--- src/rtl/ehgu_blk_rev_mem_if.sv ---
// ehgu_blk_rev_mem_if: stream bundle for the block reverser.
//   in_valid/in_data                      : valid-only input stream
//   out_valid/out_data/out_first/out_last : valid-only reversed output stream
//   fill                                  : samples held in the current write bank
// master = producer/consumer side (testbench), slave = reverser.
interface ehgu_blk_rev_mem_if #(
    parameter int unsigned BLOCK = 16,
    parameter int unsigned WIDTH = 8
);
    localparam int unsigned FW = $clog2(BLOCK) + 1;

    logic             in_valid;
    logic [WIDTH-1:0] in_data;
    logic             out_valid;
    logic [WIDTH-1:0] out_data;
    logic             out_first;
    logic             out_last;
    logic [FW-1:0]    fill;

    modport master (
        output in_valid, in_data,
        input  out_valid, out_data, out_first, out_last, fill
    );

    modport slave (
        input  in_valid, in_data,
        output out_valid, out_data, out_first, out_last, fill
    );
endinterface

--- src/rtl/ehgu_blk_rev_mem.sv ---
// ehgu_blk_rev_mem: memory-backed block reverser.
// Samples are written in address order into one half (bank) of a 2*BLOCK dual-port RAM.
// When a bank fills, the banks swap and the full bank is read back in descending address
// order, so each block of BLOCK samples leaves last-in first-out.
// Ports:
//   clk  : clock, rising edge
//   rst  : synchronous active-high reset
//   bus  : ehgu_blk_rev_mem_if.slave (in_valid/in_data in; out_valid/out_data/out_first/
//          out_last/fill out)
// Latency: the sample completing a block is on out_data two edges after it is sampled.

// Simple dual-port RAM with one-cycle registered read. Contents are not reset.
module ehgu_ram_dual_port #(
    parameter int unsigned WIDTH = 8,
    parameter int unsigned DEPTH = 32
) (
    input  logic                     clk,
    input  logic                     wenable,
    input  logic [$clog2(DEPTH)-1:0] waddr,
    input  logic [WIDTH-1:0]         wdata,
    input  logic                     renable,
    input  logic [$clog2(DEPTH)-1:0] raddr,
    output logic [WIDTH-1:0]         rdata
);
    logic [WIDTH-1:0] mem [DEPTH];

    always_ff @(posedge clk) begin
        if (wenable) begin
            mem[waddr] <= wdata;
        end
        if (renable) begin
            rdata <= mem[raddr];
        end
    end
endmodule

module ehgu_blk_rev_mem #(
    parameter int unsigned BLOCK = 16,
    parameter int unsigned WIDTH = 8
) (
    input logic               clk,
    input logic               rst,
    ehgu_blk_rev_mem_if.slave bus
);
    localparam int unsigned CW    = $clog2(BLOCK);
    localparam int unsigned AW    = CW + 1;
    localparam int unsigned DEPTH = 2 * BLOCK;

    typedef enum logic [0:0] {StIdle, StRead} state_e;

    // Write side
    logic [CW-1:0] wcnt_q;
    logic          wbank_q;
    logic          arm;

    // Read side
    state_e        state_q, state_d;
    logic [CW-1:0] rcnt_q, rcnt_d;
    logic          rbank_q, rbank_d;
    logic          renable;
    logic [AW-1:0] raddr;
    logic [AW-1:0] waddr;

    // Tags travelling alongside the RAM read (valid when rdata is)
    logic rd_valid_q, rd_first_q, rd_last_q;

    logic [WIDTH-1:0] rdata;
    logic             out_valid_q, out_first_q, out_last_q;
    logic [WIDTH-1:0] out_data_q;

    // A block completes when the last slot of the write bank is written.
    assign arm   = bus.in_valid && (wcnt_q == CW'(BLOCK - 1));
    assign waddr = {wbank_q, wcnt_q};
    assign raddr = {rbank_q, rcnt_q};

    always_ff @(posedge clk) begin
        if (rst) begin
            wcnt_q  <= '0;
            wbank_q <= 1'b0;
        end else if (bus.in_valid) begin
            wcnt_q <= wcnt_q + CW'(1);  // wraps to 0 at block end
            if (arm) begin
                wbank_q <= ~wbank_q;
            end
        end
    end

    always_ff @(posedge clk) begin
        if (rst) begin
            state_q <= StIdle;
            rcnt_q  <= '0;
            rbank_q <= 1'b0;
        end else begin
            state_q <= state_d;
            rcnt_q  <= rcnt_d;
            rbank_q <= rbank_d;
        end
    end

    always_comb begin
        state_d = state_q;
        rcnt_d  = rcnt_q;
        rbank_d = rbank_q;
        renable = 1'b0;
        unique case (state_q)
            StIdle: begin
                if (arm) begin
                    state_d = StRead;
                    rbank_d = wbank_q;
                    rcnt_d  = CW'(BLOCK - 1);
                end
            end
            StRead: begin
                renable = 1'b1;
                rcnt_d  = rcnt_q - CW'(1);
                if (rcnt_q == '0) begin
                    // A fresh arm on the final read keeps the readout running gap-free.
                    if (arm) begin
                        rbank_d = wbank_q;
                        rcnt_d  = CW'(BLOCK - 1);
                    end else begin
                        state_d = StIdle;
                    end
                end
            end
            default: state_d = StIdle;
        endcase
    end

    ehgu_ram_dual_port #(
        .WIDTH (WIDTH),
        .DEPTH (DEPTH)
    ) u_ram (
        .clk     (clk),
        .wenable (bus.in_valid),
        .waddr   (waddr),
        .wdata   (bus.in_data),
        .renable (renable),
        .raddr   (raddr),
        .rdata   (rdata)
    );

    always_ff @(posedge clk) begin
        if (rst) begin
            rd_valid_q <= 1'b0;
            rd_first_q <= 1'b0;
            rd_last_q  <= 1'b0;
        end else begin
            rd_valid_q <= renable;
            rd_first_q <= renable && (rcnt_q == CW'(BLOCK - 1));
            rd_last_q  <= renable && (rcnt_q == '0);
        end
    end

    always_ff @(posedge clk) begin
        if (rst) begin
            out_valid_q <= 1'b0;
            out_first_q <= 1'b0;
            out_last_q  <= 1'b0;
            out_data_q  <= '0;
        end else begin
            out_valid_q <= rd_valid_q;
            out_first_q <= rd_first_q;
            out_last_q  <= rd_last_q;
            if (rd_valid_q) begin
                out_data_q <= rdata;  // otherwise hold the previous sample
            end
        end
    end

    assign bus.out_valid = out_valid_q;
    assign bus.out_data  = out_data_q;
    assign bus.out_first = out_first_q;
    assign bus.out_last  = out_last_q;
    assign bus.fill      = {1'b0, wcnt_q};
endmodule

--- src/flat_wrapper.sv ---
// flat-port wrapper written by rule: the top's interface ports become plain ports
module ehgu_blk_rev_mem_flat 
#(
    parameter int unsigned BLOCK = 16,
    parameter int unsigned WIDTH = 8
)
  (clk, rst, bus_in_valid, bus_in_data, bus_out_valid, bus_out_data, bus_out_first, bus_out_last, bus_fill);
  ehgu_blk_rev_mem_if #(.BLOCK(BLOCK), .WIDTH(WIDTH)) bus_i ();
  input logic clk;
  input logic rst;
  input wire logic [$bits(bus_i.in_valid)-1:0] bus_in_valid;
  input wire logic [$bits(bus_i.in_data)-1:0] bus_in_data;
  output wire logic [$bits(bus_i.out_valid)-1:0] bus_out_valid;
  output wire logic [$bits(bus_i.out_data)-1:0] bus_out_data;
  output wire logic [$bits(bus_i.out_first)-1:0] bus_out_first;
  output wire logic [$bits(bus_i.out_last)-1:0] bus_out_last;
  output wire logic [$bits(bus_i.fill)-1:0] bus_fill;
  assign bus_i.in_valid = bus_in_valid;
  assign bus_i.in_data = bus_in_data;
  assign bus_out_valid = bus_i.out_valid;
  assign bus_out_data = bus_i.out_data;
  assign bus_out_first = bus_i.out_first;
  assign bus_out_last = bus_i.out_last;
  assign bus_fill = bus_i.fill;
  ehgu_blk_rev_mem #(.BLOCK(BLOCK), .WIDTH(WIDTH)) u_core (.clk(clk), .rst(rst), .bus(bus_i));
endmodule
--- config.mk ---
export PLATFORM = sky130hd
export DESIGN_NAME = ehgu_blk_rev_mem_flat
export DESIGN_NICKNAME = d
export VERILOG_FILES = /design/src/rtl/ehgu_blk_rev_mem_if.sv /design/src/rtl/ehgu_blk_rev_mem.sv /design/src/flat_wrapper.sv
export SDC_FILE = /design/constraint.sdc
export NUM_CORES = 1
export LEC_CHECK = 0
export BUFFER_PORTS_ARGS = -buffer_cell sky130_fd_sc_hd__buf_2
export CAP_MARGIN = 25
export CORE_MARGIN = 2
export CORE_UTILIZATION = 55
export DETAILED_ROUTE_END_ITERATION = 6
export GPL_TIMING_DRIVEN = 0
export PLACE_DENSITY_LB_ADDON = 0.25
export SLEW_MARGIN = 25
export SYNTH_ARGS = -nofsm -noshare
export SYNTH_HDL_FRONTEND = slang
export SYNTH_SLANG_ARGS = --single-unit
export TNS_END_PERCENT = 30
--- constraint.sdc ---
create_clock -name clk -period 7.05 [get_ports clk]
set_input_delay 1.41 -clock clk [delete_from_list [all_inputs] [get_ports clk]]
set_output_delay 1.41 -clock clk [all_outputs]
set_load 0.02 [all_outputs]
* Word-level counts from Yosys, hierarchy flattened
Memory sizes are Yosys's and may differ from the RTL's. A register that Yosys moved wholly into a read port is not among the register bits.
Cells that the tools add are included.
** Storage, ports and cells
- Latch bits :: 0
- Flip-flop bits (word level) :: 25
- Memory bits (writable) :: 256
- Output and inout port bits :: 16
- Memory bits (read-only) :: 0
- Memories :: 1
** Memory list
- u_core.u_ram.mem :: depth 32, width 8, rd ports 1, clocked after Yosys merged registers in 1, write ports 1, RTL line ehgu_blk_rev_mem.sv:25 : logic [WIDTH-1:0] mem [DEPTH];
** Operators by class
- Muxes and demuxes :: 13
- Multiply operators :: 0
- Add/subtract/negate cells :: 2
- Eq/ne operators :: 4
- Div/mod/pow operators :: 0
- Magnitude comparators :: 0
- Reduce and logical (&&, ||, !) cells :: 5
- Shift operators :: 0
- Bitwise gates (word level) :: 2
** Operators with widths (count)
- $mux 4 :: 3
- $eq 4x4->1 const B :: 2
- $pmux 4 s2 :: 1
- $mux 1 :: 7
- $add 4x1->4 const B :: 1
- $logic_not 4->1 :: 1
- $pmux 1 s2 :: 2
- $sub 4x1->4 const B :: 1
- $logic_and 1x1->1 :: 3
- $ne 2x1->1 const B :: 1
- $ne 2x2->1 const B :: 1
- $not 1->1 :: 2
- $reduce_and 2->1 :: 1

* Logic depth before layout (Yosys ltp)
- Word-level depth :: 5
- Mapped depth :: 10
- Gate-level depth less buffers :: 6

* Modules after synthesis
From an unflattened synthesis, not the netlist that was laid out.
** Unflattened totals
- Cell total of the unflattened synthesis :: 508
- Area total of the unflattened synthesis :: 11084.4 um2
** By module, submodules not included
- ehgu_ram_dual_port :: sequential area each 7927.6 um2, area each 10133.5 um2, cells an instance 417, times used 1
- ehgu_blk_rev_mem :: sequential area each 500.5 um2, area each 950.9 um2, cells an instance 91, times used 1

* Worst setup path before layout
No wires, ideal clock.
- Path kind :: in2reg
- Start point :: in bus_in_valid
- End point :: mem u_core.u_ram.mem[10][0], enable pin
- Library setup time :: 0.370 ns
- Required time :: 6.680 ns
- Path slack :: 4.381 ns
- Cell stages on the path :: 3
- Arrival :: 2.298 ns
- Cells stage by stage :: clkbuf_1 nand2_1 nor2_1
** Between the ends
- Longest elaborated chain between the ends :: 2
** Ends and longest elaborated chain
- from (decl) :: RTL line flat_wrapper.sv:11 : input wire logic [$bits(bus_i.in_valid)-1:0] bus_in_valid;
- $mux 1 :: RTL line ehgu_blk_rev_mem.sv:28 : if (wenable) begin
- $mux 1 (implied by the code) :: RTL line ehgu_blk_rev_mem.sv:29 : mem[waddr] <= wdata;
- to (decl) :: RTL line ehgu_blk_rev_mem.sv:25
Every way passes these cells.

* Final worst setup path
- Start point :: in bus_in_valid
- End point :: mem u_core.u_ram.mem[6][2], enable pin
The elaborated chain is that of the path after synthesis.

==> results by group <==
Setup path
  • WP data required: 7.21 ns
  • Worst reg-to-reg setup slack: 4.49 ns
  • Crit. End Element: flop
  • Critical-path cell list: clkbuf_1 > nand2_1 > nor2_1
  • Max stage delay on crit path: 0.80 ns
  • Reg2reg end: u_core.rbank_q
  • Worst Path Arrival: 3.00 ns
  • Critical Path Start Type: input port
  • Slowest-stage cell, CP: nor2_1
  • Crit path max fanout: 9
  • R2R depth: 10
  • Crit. Startpoint: bus_in_valid
  • Crit path buf inv count: 1
  • WP depth: 3
  • Reg2reg start: u_core.rcnt_q[0]
  • Crit-path leading delay family: simple AND/OR/NAND/NOR gates
  • CP Capture Point: u_core.u_ram.mem[6][2]
  • WS Path Type: in -> reg

Clocking
  • Root buffer cell: clkbuf_16
  • CTS Buf Count: 28
  • Hold-fix buffers, CTS: 0
  • Clock slew at reported path FFs: 0.06 ns
  • Clk sink count: 289
  • Clock tree from TritonCTS: done
  • Skew-Pair Late Insertion Delay: 0.54 ns
  • Postcts setup bufs: 0
  • H-tree lvl count: 1
  • Max clock buf depth: 3
  • Resize count post-CTS: 0

Power and ir drop
  • Worst IR Drop VDD: 0.174 mV
  • Final Power: 3.45 mW
  • Leak: 3.95 nW
  • Power Dens Cells: 274 nW/um2

Place
  • GP Congestion: 0.951
  • Final HPWL DP: 15900 um
  • Placed cell area: 11700 um2
  • Placed insts: 900
  • PortBufs: 24

STA
  • Slew Viols, Final: 0
  • Crit path time final: 2.84 ns
  • Slew Limit Headroom: 0.428
  • Slew at the pin closest to its max-slew limit: 0.855 ns
  • Worst Skew: 0.0104 ns
  • Final hold violations: 0
  • Count of final setup violators: 0
  • Total negative slack: 0 ns
  • Max frequency: 352 MHz
  • Unrepaired setup endpoints after global routing: false
  • Fin crit share: 0.403

Drt
  • Detailed Route WL: 24900 um
  • Vias: 5828
  • WL met2: 11600 um
  • Metal3 WL: 2160 um
  • Final ANT Viol Nets: 0
  • Drc violations: 0
  • Vias per Instance: 6.13
  • Met1 Wirelength: 10100 um
  • Drt first pass iters: 5
  • Drt first-iter violations: 748
  • Avg WL per Cell: 26.2 um
  • Highest Signal Layer: met4

Synth
  • Synth area leader: edfxtp_1
  • Yosys top cell area share: 0.707
  • Post-synth cell types: 45
  • Syn Area/Cell: 18.5 um2
  • Simple-gate share of the synthesized area: 0.0462
  • Dominant synthesized flop cell: edfxtp_1
  • Mapped Nets: 623
  • Compound-cell area share of the yosys netlist: 0.0352
  • Async SR Flop Fraction: 0
  • Post-Synth XOR/XNOR Area: 0.00391
  • Synth Cell Area: 11200 um2
  • Main combinational cell family by area after synthesis: multiplexers
  • Post-synthesis mux area share: 0.136
  • Synth area leaders: edfxtp_1, mux4_2, mux2i_1, dfxtp_1, nor2_1
  • Synthesized instance count: 606
  • FF+latch count, synth: 289
  • Post-Synth Adder-Cell Area: 0.00670
  • Synth warn: 0
  • Sequential element share of the synthesized area: 0.752
  • Number of flops mapped to enable cells by yosys: 264

Global routing
  • Overflow after GRT: 0
  • Largest net degree at the start of global routing: 33
  • Vias in the first global route: 5912
  • Total Routing Usage GR: 0.237
  • First-pass GRT wire length: 37300 um
  • Initial antenna violation count: 0

Final layout
  • Most frequent cells in the layout: edfxtp_1, nor2_1, mux2i_1
  • Diode count: 0
  • Layout cells sized above 1: 0.197
  • Post-layout util: 0.626
  • Count of nets after finishing: 677
  • Non-filler cells, final: 950
  • Synth-to-Final Area Change: 12.3%
  • Post-route design area: 12600 um2
  • Leading cell type in the layout, fill and taps excluded: edfxtp_1

Status
  • Status: completed

Floorplanning
  • Cell Rows: 52
  • IO Pins: 27
  • DIE WIDTH: 147 um
  • Die area: 21500 um2
  • Die height: 147 um
  • Core Footprint: 20100 um2
  • Starting Density: 0.557

Job
  • Max-Cap Viols: 0

Min path
  • Class of the tightest hold or removal check: reg -> reg
## metrics by stage
stage,hold WS [ns],setup WS (ns)
after floorplan,0.414,4.38
after global placement,0.422,3.77
after detailed placement,0.453,3.71
after CTS,0.464,4.27
after global routing,0.478,4.14
final,0.460,4.21
## area by class of cell
type	instances	area, um2
Buffer	37	210
Clock buffer	38	759
Clock inverter	12	160
Fill cell	1391	7520
Inverter	4	15.0
Multi-Input combinational cell	276	2550
Sequential cell	289	8430
Tap cell	270	338
Timing Repair Buffer	24	120
## power by group
group / leakage, nW / switching (mW) / internal [mW]
combinational: 0.918 / 0.0525 / 0.0141
clock: 0.449 / 0.601 / 0.897
sequential: 2.58 / 0.00441 / 1.88
## state kept, by name (all words and copies together), names as in the netlist
register / count
u_core.bus.out_first: 1
u_core.state_q: 1
u_core.rbank_q: 1
u_core.u_ram.mem: 256
u_core.rd_first_q: 1
u_core.wcnt_q: 4
u_core.bus.out_data: 8
u_core.bus.out_valid: 1
u_core.rd_valid_q: 1
u_core.u_ram.rdata: 8
u_core.rcnt_q: 4
u_core.wbank_q: 1
u_core.bus.out_last: 1
u_core.rd_last_q: 1
## per-layer routing
metal,GRT usage,vias up
met5,0,-
met4,0.102,0
met3,0.0497,55
met2,0.363,312
met1,0.338,2943
li1,-,2518
## logic make-up after synthesis
kind of cell | after synthesis
flops | 289
xor+xnor | 5
fa+ha+maj | 6
buf+inv | 41
compound gates | 55
mux | 99
simple gates | 110
other cells | 1
## synth_stat cells, types with 2 or more instances
cell type  number
or2_2           2
a32oi_1         2
o22ai_1        12
a2111oi_0       3
nand2_1         9
buf_4           6
a31oi_1         2
nor2_1         63
xor2_1          3
a211oi_1        5
o21ai_0         4
a311oi_1        2
a21oi_1         3
nor2b_1         8
nor3_1          5
nor4_1          2
nand4_1         2
or3b_2          3
and2_1          2
xnor2_1         2
o221ai_1        2
a22oi_1        17
nand3b_1        5
mux2i_1        55
nand3_1         4
edfxtp_1      264
ha_1            6
dfxtp_1        25
inv_1           4
clkbuf_1       13
mux4_2         42
buf_6           2
buf_2          14
mux2_2          2
## worst min path at each step
stage	startpoint	to	slack, ns	cells after the start
after floorplan	u_core.rd_first_q	u_core.bus.out_first	0.41	1
after global placement	u_core.rd_last_q	u_core.bus.out_last	0.42	1
after detailed placement	u_core.rd_first_q	u_core.bus.out_first	0.45	1
after CTS	u_core.rd_first_q	u_core.bus.out_first	0.46	1
after global routing	u_core.rd_first_q	u_core.bus.out_first	0.48	1
final	u_core.rd_first_q	u_core.bus.out_first	0.46	1
Power figures use the tool's default switching activity.
